File: src/rtl/td4_run_ctrl_if.sv
// rtl/td4_run_ctrl_if.sv - core-side control bundle: clock-enable, core reset, program-memory write port
interface td4_run_ctrl_if;
  logic       cpu_en;
  logic       cpu_rst_n;
  logic       prog_we;
  logic [3:0] prog_addr;
  logic [7:0] prog_wdata;

  modport master (output cpu_en, output cpu_rst_n, output prog_we, output prog_addr, output prog_wdata);
  modport slave  (input  cpu_en, input  cpu_rst_n, input  prog_we, input  prog_addr, input  prog_wdata);
endinterface

File: src/rtl/td4_run_ctrl.sv
// rtl/td4_run_ctrl.sv - TD4 run/step/halt sequencer and nibble-wise program loader
module td4_run_ctrl #(
  parameter int DIV_SLOW = 12_000_000,
  parameter int DIV_FAST = 1_200_000,
  parameter int CNT_W    = 24
) (
  input  logic                  clock,
  input  logic                  reset,
  input  logic [3:0]            sw,
  input  logic                  btn_run,
  input  logic                  btn_step,
  input  logic                  btn_load,
  input  logic                  btn_enter,
  input  logic                  speed,
  output logic [1:0]            mode,
  td4_run_ctrl_if.master        core
);

  typedef enum logic [1:0] {
    HALT    = 2'b00,
    RUN     = 2'b01,
    LOAD_HI = 2'b10,
    LOAD_LO = 2'b11
  } state_t;

  localparam logic [CNT_W-1:0] SLOW_M1 = CNT_W'(DIV_SLOW - 1);
  localparam logic [CNT_W-1:0] FAST_M1 = CNT_W'(DIV_FAST - 1);

  state_t           state_q, state_d;
  logic [CNT_W-1:0] presc_q, presc_d;
  logic             en_q, en_d;
  logic             rst_n_q, rst_n_d;
  logic             we_q, we_d;
  logic [3:0]       addr_q, addr_d;
  logic [7:0]       wdata_q, wdata_d;

  // Button bits ordered {load, run, step, enter}, i.e. highest priority first
  logic [3:0] btn_s1, btn_s2, btn_prev, press;
  logic       p_load, p_run, p_step, p_enter;
  logic [CNT_W-1:0] div_m1;

  assign press   = btn_s2 & ~btn_prev;
  assign p_load  = press[3];
  assign p_run   = press[2] & ~press[3];
  assign p_step  = press[1] & ~|press[3:2];
  assign p_enter = press[0] & ~|press[3:1];
  assign div_m1  = speed ? FAST_M1 : SLOW_M1;

  always_comb begin
    state_d = state_q;
    presc_d = presc_q;
    en_d    = 1'b0;
    we_d    = 1'b0;
    addr_d  = addr_q;
    wdata_d = wdata_q;
    case (state_q)
      HALT: begin
        if (p_load) begin
          state_d = LOAD_HI;
          addr_d  = 4'd0;
        end else if (p_run) begin
          state_d = RUN;
          presc_d = '0;
        end else if (p_step) begin
          en_d = 1'b1;
        end
      end
      RUN: begin
        if (p_load) begin
          state_d = LOAD_HI;
          addr_d  = 4'd0;
        end else if (p_run) begin
          state_d = HALT;
        end else if (presc_q >= div_m1) begin
          en_d    = 1'b1;
          presc_d = '0;
        end else begin
          presc_d = presc_q + CNT_W'(1);
        end
      end
      LOAD_HI: begin
        if (p_load) begin
          state_d = HALT;
        end else if (p_enter) begin
          wdata_d[7:4] = sw;
          state_d      = LOAD_LO;
        end
      end
      LOAD_LO: begin
        // The cycle after the strobe advances the address; the last byte ends LOAD
        if (we_q) begin
          addr_d  = addr_q + 4'd1;
          state_d = (p_load || addr_q == 4'hF) ? HALT : LOAD_HI;
        end else if (p_load) begin
          state_d = HALT;
        end else if (p_enter) begin
          wdata_d[3:0] = sw;
          we_d         = 1'b1;
        end
      end
      default: state_d = HALT;
    endcase
    rst_n_d = ~state_d[1];
  end

  always_ff @(posedge clock or negedge reset) begin
    if (!reset) begin
      btn_s1   <= 4'd0;
      btn_s2   <= 4'd0;
      btn_prev <= 4'd0;
      state_q  <= HALT;
      presc_q  <= '0;
      en_q     <= 1'b0;
      rst_n_q  <= 1'b1;
      we_q     <= 1'b0;
      addr_q   <= 4'd0;
      wdata_q  <= 8'd0;
    end else begin
      btn_s1   <= {btn_load, btn_run, btn_step, btn_enter};
      btn_s2   <= btn_s1;
      btn_prev <= btn_s2;
      state_q  <= state_d;
      presc_q  <= presc_d;
      en_q     <= en_d;
      rst_n_q  <= rst_n_d;
      we_q     <= we_d;
      addr_q   <= addr_d;
      wdata_q  <= wdata_d;
    end
  end

  assign mode            = state_q;
  assign core.cpu_en     = en_q;
  assign core.cpu_rst_n  = rst_n_q;
  assign core.prog_we    = we_q;
  assign core.prog_addr  = addr_q;
  assign core.prog_wdata = wdata_q;

endmodule

File: src/flat_wrapper.sv
// flat-port wrapper written by rule: the top's interface ports become plain ports
module td4_run_ctrl_flat 
#(
  parameter int DIV_SLOW = 12_000_000,
  parameter int DIV_FAST = 1_200_000,
  parameter int CNT_W    = 24
)
  (clock, reset, sw, btn_run, btn_step, btn_load, btn_enter, speed, mode, core_cpu_en, core_cpu_rst_n, core_prog_we, core_prog_addr, core_prog_wdata);
  td4_run_ctrl_if core_i ();
  input  logic clock;
  input  logic reset;
  input  logic [3:0] sw;
  input  logic btn_run;
  input  logic btn_step;
  input  logic btn_load;
  input  logic btn_enter;
  input  logic speed;
  output logic [1:0] mode;
  output wire logic [$bits(core_i.cpu_en)-1:0] core_cpu_en;
  output wire logic [$bits(core_i.cpu_rst_n)-1:0] core_cpu_rst_n;
  output wire logic [$bits(core_i.prog_we)-1:0] core_prog_we;
  output wire logic [$bits(core_i.prog_addr)-1:0] core_prog_addr;
  output wire logic [$bits(core_i.prog_wdata)-1:0] core_prog_wdata;
  assign core_cpu_en = core_i.cpu_en;
  assign core_cpu_rst_n = core_i.cpu_rst_n;
  assign core_prog_we = core_i.prog_we;
  assign core_prog_addr = core_i.prog_addr;
  assign core_prog_wdata = core_i.prog_wdata;
  td4_run_ctrl #(.DIV_SLOW(DIV_SLOW), .DIV_FAST(DIV_FAST), .CNT_W(CNT_W)) u_core (.clock(clock), .reset(reset), .sw(sw), .btn_run(btn_run), .btn_step(btn_step), .btn_load(btn_load), .btn_enter(btn_enter), .speed(speed), .mode(mode), .core(core_i));
endmodule
File: config.mk
export PLATFORM = sky130hd
export DESIGN_NAME = td4_run_ctrl_flat
export DESIGN_NICKNAME = d
export VERILOG_FILES = /design/src/rtl/td4_run_ctrl_if.sv /design/src/rtl/td4_run_ctrl.sv /design/src/flat_wrapper.sv
export SDC_FILE = /design/constraint.sdc
export NUM_CORES = 1
export LEC_CHECK = 0
export CAP_MARGIN = 10
export CELL_PAD_IN_SITES_DETAIL_PLACEMENT = 1
export CELL_PAD_IN_SITES_GLOBAL_PLACEMENT = 2
export CORE_MARGIN = 2
export CORE_UTILIZATION = 25
export CTS_BUF_LIST = sky130_fd_sc_hd__clkbuf_16
export CTS_CLUSTER_SIZE = 24
export DETAILED_ROUTE_END_ITERATION = 8
export PLACE_DENSITY = 0.65
export SLEW_MARGIN = 5
export SYNTH_ARGS = -nofsm -noshare
export SYNTH_HDL_FRONTEND = slang
export SYNTH_SLANG_ARGS = --single-unit
File: constraint.sdc
create_clock -name clock -period 5.34 [get_ports clock]
set_clock_uncertainty 0.15 [all_clocks]
set_input_delay 0.801 -clock clock [delete_from_list [all_inputs] [get_ports clock]]
set_output_delay 0.801 -clock clock [all_outputs]
set_load 0.02 [all_outputs]
# Yosys cells after proc, flatten, opt, wreduce, memory -nomap -nowiden

Index checks and enable logic that the tools add are counted.

Register bits after elaboration: 53
Bits in latches: 0
Bits in writable memories: 0
Memory bits (read-only): 0
Bits of input ports: 11
Output and inout bits: 17
Word-level logic and storage cells: 82
Memories: 0

$add $sub $neg: 2
Multipliers: 0
Div/mod/pow operators: 0
Magnitude comparators: 1
Eq/ne operators: 14
Shift operators: 0
Multiplexer cells: 31
Bitwise operators: 8
Reduce and logical (&&, ||, !) cells: 14

Operators with widths:

| cell                    | number |
|---|---|
| $mux W24                | 6 |
| $pmux W24 S2            | 1 |
| $add A24 B1 Y24 const B | 1 |
| $ge A24 B24 Y1          | 1 |
| $mux W2                 | 9 |
| $ne A3 B1 Y1 const B    | 4 |
| $mux W1                 | 10 |
| $mux W4                 | 2 |
| $pmux W2 S4             | 1 |
| $pmux W4 S2             | 1 |
| $reduce_and A4 Y1       | 2 |
| $ne A2 B1 Y1 const B    | 3 |
| $ne A2 B2 Y1 const B    | 3 |
| $reduce_and A3 Y1       | 2 |
| $reduce_and A5 Y1       | 1 |
| $add A4 B1 Y4 const B   | 1 |
| $and A4 B4 Y4           | 1 |
| $eq A2 B2 Y1 const B    | 2 |
| $eq A4 B4 Y1 const B    | 1 |
| $not A4 Y4              | 1 |
| $reduce_bool A2 Y1      | 2 |
| $reduce_or A2 Y1        | 2 |
| $and A1 B1 Y1           | 3 |
| $not A1 Y1              | 3 |
| other kinds (6)         | 7 |

# Longest topological paths before layout

Depth in word-level cells: 9
Depth in mapped cells: 9
Depth with buffers taken out: 8

# Worst setup path before layout

OpenSTA, ideal clock, no wires.

Path kind: input port to flip-flop
Start point: input speed
End point: register u_core.presc_q[0]
Library setup time: 0.125 ns
Arrival: 2.315 ns
Data required time: 5.065 ns
Setup slack: 2.751 ns
Cell stages on the path: 7
Path buffers: 1
Cell sequence: ha_1 and4b_2 nand4_4 o41ai_4 nor2_2 buf_6 mux2_2

Cells in the longest elaborated chain, start to end: 6

RTL lines:

| element              | RTL line            | text |
|---|---|---|
| from (decl)          | flat_wrapper.sv:17  | `input logic speed;` |
| $mux W24             | td4_run_ctrl.sv:47  | `assign div_m1 = speed ? FAST_M1 : SLOW_M1;` |
| $ge A24 B24 Y1       | td4_run_ctrl.sv:74  | `end else if (presc_q >= div_m1) begin` |
| $mux W24             | td4_run_ctrl.sv:74  |  |
| $mux W24             | td4_run_ctrl.sv:72  | `end else if (p_run) begin` |
| $mux W24             | td4_run_ctrl.sv:69  | `if (p_load) begin` |
| $pmux W24 S2         | td4_run_ctrl.sv:56  | `case (state_q)` |
| to (signal assigned) | td4_run_ctrl.sv:123 | `presc_q <= presc_d;` |
| to (decl)            | td4_run_ctrl.sv:30  | `logic [CNT_W-1:0] presc_q, presc_d;` |

No other way between the ends. The select of a mux whose other input is x is not followed.
A chain may end at the register's enable or synchronous reset.

# Worst setup path after layout

Start point: input speed
End point: register u_core.presc_q[20]

Same word-level chain as after synthesis.

==> reports/metrics.csv <==
stage,metric,value,unit
synth,Synth Flop Type,dfrtp_1,
sta,fmax,0.298,GHz
power_and_ir_drop,pwr dens,330,mW/mm²
clocking,Sink Count,53,
placement,IO Port Bufs,27,
sta,slew of the pin with the lowest slew margin,913,ps
global_route,grt total ovfl,0,
power_and_ir_drop,Leakage,1.39,nW
clocking,CTS Root Cell,clkbuf_16,
floorplanning,Initial Utilization,26.0,%
synth,Synth cell types,53,
placement,GP Congestion,0.713,
synth,post-synthesis mux area share,4.51,%
synth,"Seq/Total Area, Yosys",49.3,%
drt,vias per cell,4.74,
synth,post-synthesis instance area,0.00269,mm²
clocking,CTS tree,built,
synth,average size of a mapped cell,11.4,µm²
critical_path,CP Launch Type,input port,
synth,main combinational cell family by area after synthesis,simple AND/OR/NAND/NOR gates,
critical_path,worst path arrival time,3420,ps
clocking,CTS Buffer Depth,2,
drt,First-pass DRT Iterations,4,
floorplanning,I/O pin count,28,
synth,"area leader, netlist",dfrtp_1,
sta,Setup Viol. Count Final,0,
critical_path,critical path required time,5400,ps
min_path,Hold Path Class,flop to flop,
drt,routed vias,1907,
clocking,Inserted Clock Buffers,5,
synth,Post-Synth Adder-Cell Area,5.11,%
critical_path,WS Path Type,input port to flop,
clocking,"Clk pin slew, worst setup/hold paths",70,ps
critical_path,crit path max fanout,11,
synth,post-synthesis compound-gate area fraction,9.76,%
sta,Tcrit/Tclk final,62.9,%
outcome,status,completed,
clocking,Hold Buf Count CTS,0,
synth,post-synthesis xor/xnor area fraction,6.18,%
drt,DRT Wirelength,6290,µm
layout,antenna cells,0,
drt,Routed wire per std cell,15.7,µm
synth,Yosys warning total,0,
global_route,vias in the first global route,2082,
synth,"FFs w/ async S/R, synth",100,%
synth,Synth Net Count,259,
layout,Final Util,31.1,%
global_route,initial antenna violation count,0,
sta,"Hold Vio Cnt, Final",0,
layout,Finished Cell Area,0.00323,mm²
power_and_ir_drop,peak supply drop,0.213,mV
sta,RSZ-0062 raised after global routing,false,
synth,main area contributors after synthesis,"dfrtp_1 (48%), ha_1 (5.1%), xor2_1 (4.9%)",
drt,Final ANT Viol Nets,0,
synth,Post-Synth Simple-Gate Area,22.4,%
sta,worst-case headroom to the max-slew limit,38.9,%
floorplanning,die width,108,µm
floorplanning,DIE HEIGHT,108,µm
synth,post-synthesis register bit count,53,
layout,layout cell share with drive strength beyond 1,16.2,%
floorplanning,area of the core,0.0104,mm²
drt,DR iter-0 viols,61,
job,max_cap viols,0,
layout,area grow syn2layout,19.8,%
synth,synthesized instance count,237,
layout,final net count,287,
synth,share of the synthesized area in the top cell type,48.3,%
drt,DRC Markers,0,
global_route,largest net degree at the start of global routing,54,
clocking,clk_lat worst skew,290,ps
floorplanning,Die Footprint,0.0116,mm²
global_route,first-pass GRT wire length,10900,µm
critical_path,CP endpoint kind,flop,
clocking,post_cts resized,0,
floorplanning,FP Rows,37,
placement,Post-DP Area,0.00308,mm²
global_route,GR Util All Layers,11.8,%
sta,setup TNS,0,ps
clocking,"Setup Fix Bufs, Post-CTS",0,
placement,DPL Wire Length,4470,µm
clocking,htree depth,2,
sta,Slew Limit Fails,0,
synth,Post-synth EDFFs,0,
sta,min Tclk post-route,3360,ps
kinds of logic after synthesis:
kind of cell             Yosys count
AND/OR/NAND/NOR                   98
flip-flops                        53
AO/OA/AOI/OAI                     33
XOR/XNOR                          19
buffers and inverters             12
multiplexers                      11
adder cells (fa/ha/maj)           11
sequential cells by signal, summed over array words and instances, names as in the netlist:
name,flops
u_core.core.prog_addr,4
u_core.core.cpu_en,1
u_core.core.cpu_rst_n,1
u_core.btn_s1,4
u_core.presc_q,24
u_core.btn_prev,4
u_core.btn_s2,4
u_core.mode,2
u_core.core.prog_we,1
u_core.core.prog_wdata,8
synth_stat cells, types with 2 or more instances:
master	instances
mux2i_1	2
nand2b_1	2
nor3_1	3
mux2_2	9
dfrtp_1	52
inv_1	5
a31oi_1	6
and4_4	2
nor4_1	2
nand4_4	2
buf_6	3
xnor2_1	4
o21ai_0	9
clkbuf_1	2
nor2_1	24
a311o_1	2
nand2_1	20
and2b_2	2
a21oi_1	6
and2_1	4
and3_1	2
xor2_1	15
a41oi_1	2
ha_1	11
nand3_1	10
nand4_1	9
layout make-up:
| cell class | instances | area (µm²) |
|---|---|---|
| repair buffers | 28 | 273 |
| clock inverters | 3 | 20.0 |
| fillers | 1180 | 7140 |
| well taps | 136 | 170 |
| clock buffers | 5 | 125 |
| multi-input cells | 172 | 1290 |
| inverters | 5 | 18.8 |
| flip-flops and latches | 53 | 1330 |
power breakdown:
part,internal (mW),total (mW),switching (mW)
registers,0.450,0.490,0.0397
clock network,0.174,0.325,0.151
logic,0.116,0.251,0.136
worst paths after layout:
check,endpoint,cells past startpoint,slack (ps),start
min in group asynchronous,u_core.presc_q[18]$_DFFE_PN0P_,2,480,reset
worst min register to register,u_core.btn_s2[2]$_DFF_PN0_,0,210,u_core.btn_s1[2]$_DFF_PN0_
max in group asynchronous,u_core.presc_q[15]$_DFFE_PN0P_,2,4080,reset
worst min-delay path,u_core.btn_s2[2]$_DFF_PN0_,0,210,u_core.btn_s1[2]$_DFF_PN0_
worst max register to register,u_core.presc_q[23]$_DFFE_PN0P_,6,2750,u_core.mode[1]$_DFF_PN0_
worst max-delay path,u_core.presc_q[20]$_DFFE_PN0P_,9,1980,speed
placed cells by master (no fill, tap or decap), types with 2 or more instances in the layout:
cell type        count
and2b_2              2
inv_1                5
clkdlybuf4s50_1     26
mux2_2               9
ha_1                11
dfrtp_1             52
nand2_1             20
xnor2_1              4
and4_4               2
o21ai_0              9
xor2_1              15
nor2_1              24
nand4_4              2
a21oi_1              6
and2_1               4
nand2b_1             2
a311o_1              2
nor3_1               3
clkbuf_16            5
nand3_1             10
and3_1               2
nand4_1              9
a41oi_1              2
a31oi_1              6
nor4_1               2
mux2i_1              2
layer usage:
metal | wire length, µm | GRT usage [%] | vias to the layer above | part of all wire (%)
li1 | - | - | 899 | -
met1 | 3160 | 15.9 | 968 | 50
met2 | 2860 | 19.4 | 33 | 45
met3 | 232 | 2.78 | 7 | 3.7
met4 | 47 | 2.47 | 0 | 0.75
met5 | 0 | 0 | - | 0
metrics by stage:
step	instances	hold slack, ps	setup WS [ps]	power [mW]
finish	402	206	1980	1.07
detailed placement	394	192	1660	0.752
CTS	402	210	1960	1.09
global route	402	216	1820	1.13
floorplan	237	181	2750	0.640
global placement	394	183	1730	0.747
critical path, stage by stage:
cell and delay (ps):
clkdlybuf4s50_1 640, inv_1 150, ha_1 300, or2_2 270, a31oi_1 360, o41ai_4 150
nor2_2 380, o21ai_0 170, a31oi_1 190
No activity file was read; power rests on OpenSTA's default activity.
